==> src/rtl/rv_multicycle_ctrl_if.sv <==
// Control/status bundle between the multicycle RV32I controller and its datapath.
// The master side is the controller: it samples decoded instruction fields and
// datapath status, and drives every select and write enable.
interface rv_multicycle_ctrl_if;
    // Instruction fields and datapath status
    logic [6:0] op;
    logic [2:0] funct3;
    logic       funct7b5;
    logic       zero;
    logic       mem_ready;

    // Datapath controls
    logic       pc_write;
    logic       adr_src;
    logic       mem_write;
    logic       ir_write;
    logic [1:0] result_src;
    logic [1:0] alu_src_a;
    logic [1:0] alu_src_b;
    logic [2:0] alu_control;
    logic [1:0] imm_src;
    logic       reg_write;
    logic       illegal_instr;
    logic [3:0] state_dbg;

    modport master (
        input  op, funct3, funct7b5, zero, mem_ready,
        output pc_write, adr_src, mem_write, ir_write, result_src,
               alu_src_a, alu_src_b, alu_control, imm_src, reg_write,
               illegal_instr, state_dbg
    );

    modport slave (
        output op, funct3, funct7b5, zero, mem_ready,
        input  pc_write, adr_src, mem_write, ir_write, result_src,
               alu_src_a, alu_src_b, alu_control, imm_src, reg_write,
               illegal_instr, state_dbg
    );
endinterface

==> src/rtl/rv_multicycle_ctrl.sv <==
// Main control FSM of the multicycle RV32I core. Sequences the shared ALU, the
// unified instruction/data memory port, the register file and the immediate
// extender, and stalls on the memory ready handshake.
// Optional feature macro: RV_JAL_EN -- when defined, JAL is decoded and executed
// through its own state; otherwise opcode 1101111 is reported as illegal.
module rv_multicycle_ctrl #(
    parameter logic [3:0] RESET_STATE = 4'd0,  // FETCH
    parameter bit         ALU_SUB_EN  = 1'b1   // 0: R-type funct7[5] ignored
) (
    input  logic                 clk,
    input  logic                 rst_n,
    rv_multicycle_ctrl_if.master bus
);

    typedef enum logic [3:0] {
        S_FETCH    = 4'd0,
        S_DECODE   = 4'd1,
        S_MEMADR   = 4'd2,
        S_MEMREAD  = 4'd3,
        S_MEMWB    = 4'd4,
        S_MEMWRITE = 4'd5,
        S_EXECR    = 4'd6,
        S_EXECI    = 4'd7,
        S_ALUWB    = 4'd8,
        S_BEQ      = 4'd9,
        S_JAL      = 4'd10
    } state_t;

    localparam logic [6:0] OP_LOAD  = 7'b0000011;
    localparam logic [6:0] OP_STORE = 7'b0100011;
    localparam logic [6:0] OP_RTYPE = 7'b0110011;
    localparam logic [6:0] OP_ITYPE = 7'b0010011;
    localparam logic [6:0] OP_BEQ   = 7'b1100011;
`ifdef RV_JAL_EN
    localparam logic [6:0] OP_JAL   = 7'b1101111;
`endif

    localparam logic [2:0] ALU_ADD = 3'b000;
    localparam logic [2:0] ALU_SUB = 3'b001;
    localparam logic [2:0] ALU_AND = 3'b010;
    localparam logic [2:0] ALU_OR  = 3'b011;
    localparam logic [2:0] ALU_SLT = 3'b101;

    state_t     state_q, state_d;
    logic [2:0] alu_funct;

    // Internal (ungated) control decode of the current state
    logic       pc_update, branch;
    logic       adr_src, mem_write, ir_write, reg_write, illegal_instr;
    logic [1:0] result_src, alu_src_a, alu_src_b, imm_src;
    logic [2:0] alu_control;

    // State register; reset abandons any instruction in flight.
    // NOTE: sequential state uses non-blocking assignments so every flop
    // samples pre-edge values regardless of block ordering.
    always_ff @(posedge clk) begin
        if (!rst_n) state_q <= state_t'(RESET_STATE);
        else        state_q <= state_d;
    end

    // ALU operation for R-type and I-type arithmetic, from funct3/funct7[5].
    // op[5] separates R-type (register operand) from I-type, where bit 30
    // belongs to the immediate and must not select subtract.
    always_comb begin
        alu_funct = ALU_ADD;
        case (bus.funct3)
            3'b000:  alu_funct = (ALU_SUB_EN && bus.op[5] && bus.funct7b5) ? ALU_SUB : ALU_ADD;
            3'b010:  alu_funct = ALU_SLT;
            3'b110:  alu_funct = ALU_OR;
            3'b111:  alu_funct = ALU_AND;
            default: alu_funct = ALU_ADD;
        endcase
    end

    // Next-state and Moore control decode; unused selects stay 0.
    // NOTE: every signal written here gets a default first so no path can
    // leave one unassigned and infer a latch.
    always_comb begin
        state_d       = S_FETCH;
        pc_update     = 1'b0;
        branch        = 1'b0;
        adr_src       = 1'b0;
        mem_write     = 1'b0;
        ir_write      = 1'b0;
        reg_write     = 1'b0;
        illegal_instr = 1'b0;
        result_src    = 2'b00;
        alu_src_a     = 2'b00;
        alu_src_b     = 2'b00;
        imm_src       = 2'b00;
        alu_control   = ALU_ADD;

        case (state_q)
            S_FETCH: begin
                // PC + 4 computed alongside the instruction read
                result_src = 2'b10;
                alu_src_b  = 2'b10;
                if (bus.mem_ready) begin
                    ir_write  = 1'b1;
                    pc_update = 1'b1;
                    state_d   = S_DECODE;
                end else begin
                    state_d   = S_FETCH;
                end
            end
            S_DECODE: begin
                // Branch/jump target precompute: old PC + immediate
                alu_src_a = 2'b01;
                alu_src_b = 2'b01;
                imm_src   = 2'b10;
                case (bus.op)
                    OP_LOAD, OP_STORE: state_d = S_MEMADR;
                    OP_RTYPE:          state_d = S_EXECR;
                    OP_ITYPE:          state_d = S_EXECI;
                    OP_BEQ:            state_d = S_BEQ;
`ifdef RV_JAL_EN
                    OP_JAL: begin
                        imm_src = 2'b11;
                        state_d = S_JAL;
                    end
`endif
                    default: begin
                        illegal_instr = 1'b1;
                        state_d       = S_FETCH;
                    end
                endcase
            end
            S_MEMADR: begin
                alu_src_a = 2'b10;
                alu_src_b = 2'b01;
                imm_src   = bus.op[5] ? 2'b01 : 2'b00;
                state_d   = bus.op[5] ? S_MEMWRITE : S_MEMREAD;
            end
            S_MEMREAD: begin
                adr_src = 1'b1;
                state_d = bus.mem_ready ? S_MEMWB : S_MEMREAD;
            end
            S_MEMWB: begin
                result_src = 2'b01;
                reg_write  = 1'b1;
                state_d    = S_FETCH;
            end
            S_MEMWRITE: begin
                // Strobe held for the whole access; memory ignores repeats
                adr_src   = 1'b1;
                mem_write = 1'b1;
                state_d   = bus.mem_ready ? S_FETCH : S_MEMWRITE;
            end
            S_EXECR: begin
                alu_src_a   = 2'b10;
                alu_control = alu_funct;
                state_d     = S_ALUWB;
            end
            S_EXECI: begin
                alu_src_a   = 2'b10;
                alu_src_b   = 2'b01;
                alu_control = alu_funct;
                state_d     = S_ALUWB;
            end
            S_ALUWB: begin
                reg_write = 1'b1;
                state_d   = S_FETCH;
            end
            S_BEQ: begin
                // ALUOut holds the target computed in DECODE
                alu_src_a   = 2'b10;
                alu_control = ALU_SUB;
                branch      = 1'b1;
                state_d     = S_FETCH;
            end
`ifdef RV_JAL_EN
            S_JAL: begin
                // PC <- target from DECODE; ALU forms old PC + 4 for rd
                alu_src_a = 2'b01;
                alu_src_b = 2'b10;
                pc_update = 1'b1;
                state_d   = S_ALUWB;
            end
`endif
            default: state_d = S_FETCH;
        endcase
    end

    // Outputs forced quiet while reset is held so nothing writes mid-reset
    assign bus.pc_write      = rst_n & (pc_update | (branch & bus.zero));
    assign bus.adr_src       = rst_n & adr_src;
    assign bus.mem_write     = rst_n & mem_write;
    assign bus.ir_write      = rst_n & ir_write;
    assign bus.reg_write     = rst_n & reg_write;
    assign bus.illegal_instr = rst_n & illegal_instr;
    assign bus.result_src    = rst_n ? result_src  : 2'b00;
    assign bus.alu_src_a     = rst_n ? alu_src_a   : 2'b00;
    assign bus.alu_src_b     = rst_n ? alu_src_b   : 2'b00;
    assign bus.alu_control   = rst_n ? alu_control : 3'b000;
    assign bus.imm_src       = rst_n ? imm_src     : 2'b00;
    assign bus.state_dbg     = rst_n ? state_q     : 4'd0;

endmodule

==> src/flat_wrapper.sv <==
// flat-port wrapper written by rule: the top's interface ports become plain ports
module rv_multicycle_ctrl_flat 
#(
    parameter logic [3:0] RESET_STATE = 4'd0,          
    parameter bit         ALU_SUB_EN  = 1'b1                                 
)
  (clk, rst_n, bus_op, bus_funct3, bus_funct7b5, bus_zero, bus_mem_ready, bus_pc_write, bus_adr_src, bus_mem_write, bus_ir_write, bus_result_src, bus_alu_src_a, bus_alu_src_b, bus_alu_control, bus_imm_src, bus_reg_write, bus_illegal_instr, bus_state_dbg);
  rv_multicycle_ctrl_if bus_i ();
  input  logic clk;
  input  logic rst_n;
  input wire logic [$bits(bus_i.op)-1:0] bus_op;
  input wire logic [$bits(bus_i.funct3)-1:0] bus_funct3;
  input wire logic [$bits(bus_i.funct7b5)-1:0] bus_funct7b5;
  input wire logic [$bits(bus_i.zero)-1:0] bus_zero;
  input wire logic [$bits(bus_i.mem_ready)-1:0] bus_mem_ready;
  output wire logic [$bits(bus_i.pc_write)-1:0] bus_pc_write;
  output wire logic [$bits(bus_i.adr_src)-1:0] bus_adr_src;
  output wire logic [$bits(bus_i.mem_write)-1:0] bus_mem_write;
  output wire logic [$bits(bus_i.ir_write)-1:0] bus_ir_write;
  output wire logic [$bits(bus_i.result_src)-1:0] bus_result_src;
  output wire logic [$bits(bus_i.alu_src_a)-1:0] bus_alu_src_a;
  output wire logic [$bits(bus_i.alu_src_b)-1:0] bus_alu_src_b;
  output wire logic [$bits(bus_i.alu_control)-1:0] bus_alu_control;
  output wire logic [$bits(bus_i.imm_src)-1:0] bus_imm_src;
  output wire logic [$bits(bus_i.reg_write)-1:0] bus_reg_write;
  output wire logic [$bits(bus_i.illegal_instr)-1:0] bus_illegal_instr;
  output wire logic [$bits(bus_i.state_dbg)-1:0] bus_state_dbg;
  assign bus_i.op = bus_op;
  assign bus_i.funct3 = bus_funct3;
  assign bus_i.funct7b5 = bus_funct7b5;
  assign bus_i.zero = bus_zero;
  assign bus_i.mem_ready = bus_mem_ready;
  assign bus_pc_write = bus_i.pc_write;
  assign bus_adr_src = bus_i.adr_src;
  assign bus_mem_write = bus_i.mem_write;
  assign bus_ir_write = bus_i.ir_write;
  assign bus_result_src = bus_i.result_src;
  assign bus_alu_src_a = bus_i.alu_src_a;
  assign bus_alu_src_b = bus_i.alu_src_b;
  assign bus_alu_control = bus_i.alu_control;
  assign bus_imm_src = bus_i.imm_src;
  assign bus_reg_write = bus_i.reg_write;
  assign bus_illegal_instr = bus_i.illegal_instr;
  assign bus_state_dbg = bus_i.state_dbg;
  rv_multicycle_ctrl #(.RESET_STATE(RESET_STATE), .ALU_SUB_EN(ALU_SUB_EN)) u_core (.clk(clk), .rst_n(rst_n), .bus(bus_i));
endmodule
==> config.mk <==
export PLATFORM = sky130hd
export DESIGN_NAME = rv_multicycle_ctrl_flat
export DESIGN_NICKNAME = d
export VERILOG_FILES = /design/src/rtl/rv_multicycle_ctrl_if.sv /design/src/rtl/rv_multicycle_ctrl.sv /design/src/flat_wrapper.sv
export SDC_FILE = /design/constraint.sdc
export NUM_CORES = 1
export LEC_CHECK = 0
export CORE_MARGIN = 10
export CORE_UTILIZATION = 39
export CTS_CLUSTER_DIAMETER = 200
export DETAILED_ROUTE_END_ITERATION = 12
export PLACE_DENSITY = 0.84
export SLEW_MARGIN = 30
export SYNTH_ARGS = -nofsm -noshare
export SYNTH_HDL_FRONTEND = slang
export SYNTH_SLANG_ARGS = --single-unit
==> constraint.sdc <==
create_clock -name clk -period 2.4 [get_ports clk]
set_input_delay 0.24 -clock clk [delete_from_list [all_inputs] [get_ports clk]]
set_output_delay 0.24 -clock clk [all_outputs]
set_load 0.01 [all_outputs]
# Word-level counts from Yosys, hierarchy flattened
# Cells that the tools add are included.
[totals]
elab_cells = 64
ff_bits = 4
out_inout_bits = 21
[classes]
n_eq_ne = 17
n_reduce_logical = 10
muxes = 28
n_bitwise = 8
[ops]
columns = ["op", "count"]
rows = [
  ["$pmux 4 s6", 1],
  ["$eq 4x3->1 const B", 4],
  ["$pmux 2 s2", 4],
  ["$pmux 4 s4", 1],
  ["$eq 7x6->1 const B", 2],
  ["$mux 3", 4],
  ["$pmux 3 s4", 1],
  ["$mux 1", 11],
  ["$eq 4x2->1 const B", 2],
  ["$eq 4x4->1 const B", 2],
  ["$mux 2", 4],
  ["$reduce_or 2->1", 4],
  ["$and 1x1->1", 7],
  ["$eq 7x2->1 const B", 1],
  ["$eq 7x5->1 const B", 1],
  ["$eq 7x7->1 const B", 1],
  ["$eq 3x3->1 const B", 2],
  ["$pmux 3 s2", 1],
  ["$reduce_or 5->1", 1],
  ["$eq 4x1->1 const B", 1],
  ["$logic_not 4->1", 1],
  ["$mux 4", 1],
  ["$reduce_or 4->1", 1],
  ["$eq 3x2->1 const B", 1],
  ["4 further kinds", 4],
]

# Logic depth before layout (Yosys ltp)
[depth]
ltp_word = 5
depth_mapped = 5
ltp_nobuf = 3

# Least setup slack after synthesis
# No wires, ideal clock.
[synth_path]
path_type = "register -> output"
from = "register u_core.state_q[2]"
to = "output port bus_result_src[1]"
slack_ns = 0.980
t_required_ns = 2.160
n_path_buf = 2
path_stages_with_launch = 6
t_arrival_ns = 1.180
path_cell_list = "dfxtp_1 buf_2 nor2_1 nand2_1 nor3_1 buf_4"
[synth_via]
elab_chain_len = 3
[synth_lines]
columns = ["item", "line_no", "source"]
rows = [
  ["from (decl)", "rv_multicycle_ctrl.sv:44", "state_t state_q, state_d;"],
  ["from (signal assigned)", "rv_multicycle_ctrl.sv:57", "if (!rst_n) state_q <= state_t'(RESET_STATE);"],
  ["from (signal assigned)", "rv_multicycle_ctrl.sv:58", "else state_q <= state_d;"],
  ["$eq 4x3->1 or $logic_not 4->1 (tied branches)", "rv_multicycle_ctrl.sv:93", "case (state_q)"],
  ["$pmux 2 s2 (*)", "rv_multicycle_ctrl.sv:93", ""],
  ["$mux 2 (*)", "rv_multicycle_ctrl.sv:191", "assign bus.result_src = rst_n ? result_src : 2'b00;"],
  ["to (decl)", "flat_wrapper.sv:20", "output wire logic [$bits(bus_i.result_src)-1:0] bus_result_src;"],
]
# Mark *: on every way between the ends. The rest lies on a longest branch, timed or not.

# Worst setup path in the final report
[layout_path]
from = "register u_core.state_q[3]"
to = "output port bus_pc_write"
[layout_via]
elab_chain_len = 5
[layout_lines]
columns = ["item", "line_no", "source"]
rows = [
  ["$eq 4x4->1", "rv_multicycle_ctrl.sv:93", ""],
  ["$mux 1", "rv_multicycle_ctrl.sv:93", ""],
  ["$and 1x1->1", "rv_multicycle_ctrl.sv:185", "assign bus.pc_write = rst_n & (pc_update | (branch & bus.zero));"],
  ["$or 1x1->1 (*)", "rv_multicycle_ctrl.sv:185", ""],
  ["$and 1x1->1 (*)", "rv_multicycle_ctrl.sv:185", ""],
  ["to (decl)", "flat_wrapper.sv:16", "output wire logic [$bits(bus_i.pc_write)-1:0] bus_pc_write;"],
]
# Marks and branches as above.

==> impl_metrics.csv <==
group,metric,value,unit
yosys,synth_top_area_share,13.5,%
final_layout,antenna_cells,0,
setup_path,critPathRequiredTime,2.16,ns
outcome,status,"complete, no violations",
route,wire_per_inst,14.6,um
floorplanning,start_util,40.4,%
placement,place.gp.congestion,0.763,
global_routing,grt_pass1_vias,682,
yosys,synth_compound_area_share,20.2,%
yosys,synth_area_leader_cell,"dfxtp_1",
global_routing,antenna_found_initial,0,
final_layout,syn_to_final_growth,63.2,%
timing,relSlewSlack,75.9,%
floorplanning,ios,36,
timing,final_max_slew_viol_count,0,
power_and_ir_drop,p_total,238,uW
route,drtPass1Iterations,4,
setup_path,cpPeakStageDelay,0.55,ns
final_layout,fin_nets,132,
cts,cts_max_path_buffers,2,
yosys,synth_seq_area_share,13.5,%
route,via_count,709,
cts,cts_tree,"yes",
yosys,ys_ff_latch,4,
final_layout,largestRegisters,"u_core.state_q (4)",
route,viasPerCell,5.41,
final_layout,regMostFlops,"u_core.state_q",
timing,period_share,92.4,%
timing,fmax,451,MHz
setup_path,worstPathCellList,"inv_1 > or3_4 > o21bai_1 > clkdlybuf4s50_1",
global_routing,grt_pass1_wl,3.20,mm
cts,post_cts_buffers,0,
power_and_ir_drop,ir_worst_vdd,0.343,mV
yosys,avgSynthCellArea,7.43,sq um
timing,final-hold-violation-count,0,
setup_path,cp.arrival,1.98,ns
final_layout,design_area,970,sq um
yosys,yosysWarnings,0,
timing,finalSetupTns,0,ns
yosys,syn_nets,95,
power_and_ir_drop,leakagePower,0.357,nW
job,cap_violations,0,
timing,tightest_slew,0.362,ns
route,ant_nets,0,
global_routing,grt_max_degree,14,
cts,cts.sinks,4,
cts,cts_inserted_buffers,3,
global_routing,grt_use_total,11.2,%
yosys,yosys.area_share.adder,0,%
final_layout,drive_gt1_share,11.3,%
yosys,synth_area,594,sq um
yosys,async_flop_share,0,%
cts,ctsHoldBuffers,0,
yosys,ys.flop_type,"dfxtp_1",
worst_hold_path,hold_path_class,"reg -> reg",
yosys,synthCells,80,
setup_path,crit_type,"reg -> out",
setup_path,cp-start-kind,"register",
placement,place_hpwl,1.55,mm
timing,finalSetupViolations,0,
floorplanning,die_y,59.0,um
route,first_iter_violations,14,
final_layout,fin_cells,131,
yosys,synth_top_family_by_area,"simple AND/OR/NAND/NOR gates",
yosys,yosysUniqueCellTypes,42,
yosys,synth-edff-count,0,
cts,htree_levels,1,
floorplanning,rows,14,
setup_path,cp_slowest_cell,"clkdlybuf4s50_1",
setup_path,worstPathMaxFanout,9,
cts,path_clk_slew,0.04,ns
yosys,yosys.area_share.simple,52.2,%
cts,root_buffer,"clkbuf_4",
yosys,synthMuxAreaShare,0,%
floorplanning,die_w,59.0,um
final_layout,largest_reg_flops,4,
floorplanning,core_region_area,1470,sq um
yosys,synth_xor_area_share,2.95,%
cts,cts_resized,0,
placement,placed_cell_area,947,sq um
placement,port_buffers,35,
timing,fin_skew,0.00100,ns
global_routing,gr-total-overflow,0,
yosys,synth_area_leaders,"dfxtp_1 (13%), nor2_1 (5.1%), nor3b_1 (5.1%), and2_1 (4.2%), nor4b_4 (4.0%)",
setup_path,end_kind,"output port",
timing,finalCriticalPeriod,2.22,ns
timing,rsz0062_at_grt,"false",
route,drt-total-wl,1.91,mm
power_and_ir_drop,power_density,246,nW/um^2
cts,insertion_delay,0.23,ns
floorplanning,dieArea,3490,sq um
route,drcViolationCount,0,
placement,dp_cells,128,
-- layer usage --
metal	global-route usage (%)	share of wire [%]
met4	0.984	0
met1	13.3	42
met5	0	0
met3	7.30	14
met2	17.0	43
-- power breakdown --
group          internal [mW]  switching (mW)  leakage [nW]
logic                 0.0487          0.0354         0.311
clock network         0.0560          0.0286        0.0138
registers             0.0680         0.00129        0.0325
total                  0.173          0.0653         0.357
-- final cells by class --
class	count	area [sq um]
clock buffers	3	22.5
flip-flops and latches	4	80.1
fillers	137	502
inverters	5	18.8
multi-input cells	64	448
well taps	16	20.0
repair buffers	39	380
-- worst paths after layout --
| check | startpoint | end | cells after the start | slack [ns] |
|---|---|---|---|---|
| max | u_core.state_q[3]$_SDFF_PN0_ | bus_pc_write | 4 | 0.18 |
| min | u_core.state_q[1]$_SDFF_PN0_ | u_core.state_q[3]$_SDFF_PN0_ | 2 | 0.69 |
| max reg2reg | u_core.state_q[2]$_SDFF_PN0_ | u_core.state_q[2]$_SDFF_PN0_ | 4 | 1.00 |
| min reg2reg | u_core.state_q[1]$_SDFF_PN0_ | u_core.state_q[3]$_SDFF_PN0_ | 2 | 0.69 |
-- cells by family after synthesis --
group                     count (synthesis)
AOI/OAI and AO/OA                        17
and+or+nand+nor                          45
xor gates and xnor gates                  2
DFF                                       4
buffers and inverters                    12
-- placed cells by master, fill, tap and decap left out, types with 2 or more instances in the layout --
master	instances
and3b_1	2
clkbuf_4	3
nand3b_1	3
nand3_1	3
nor3_1	3
buf_4	4
clkdlybuf4s50_1	35
and2_1	4
dfxtp_1	4
nor3b_1	4
nand2_1	5
nor2_1	8
o211ai_1	2
inv_1	5
a21oi_1	4
-- worst max-delay path, delay by kind of cell (launching register included) --
family | cells | cell delay (ns)
DFF | 1 | 0.53
buffers and inverters | 2 | 0.65
AOI/OAI and AO/OA | 1 | 0.15
and+or+nand+nor | 1 | 0.41
-- cells in the mapped netlist (2+ instances only) --
| cell type | n |
|---|---|
| a21oi_1 | 4 |
| o211ai_1 | 2 |
| nand2_1 | 5 |
| dfxtp_1 | 4 |
| buf_4 | 3 |
| nor3_1 | 3 |
| nand3_1 | 3 |
| inv_1 | 5 |
| nor3b_1 | 4 |
| nor2_1 | 8 |
| nand3b_1 | 3 |
| buf_2 | 2 |
| and3b_1 | 2 |
| and2_1 | 4 |
-- per-stage QoR --
stage	setup WS (ns)	util, %	hold WS (ns)
global route	0.0486	65.9	0.714
CTS	0.186	65.9	0.683
detailed placement	0.301	64.4	0.672
floorplan	0.980	-	0.426
finish	0.182	65.9	0.692
global placement	0.342	64.4	0.678
Note: power is estimated with default switching activity, not from simulation.
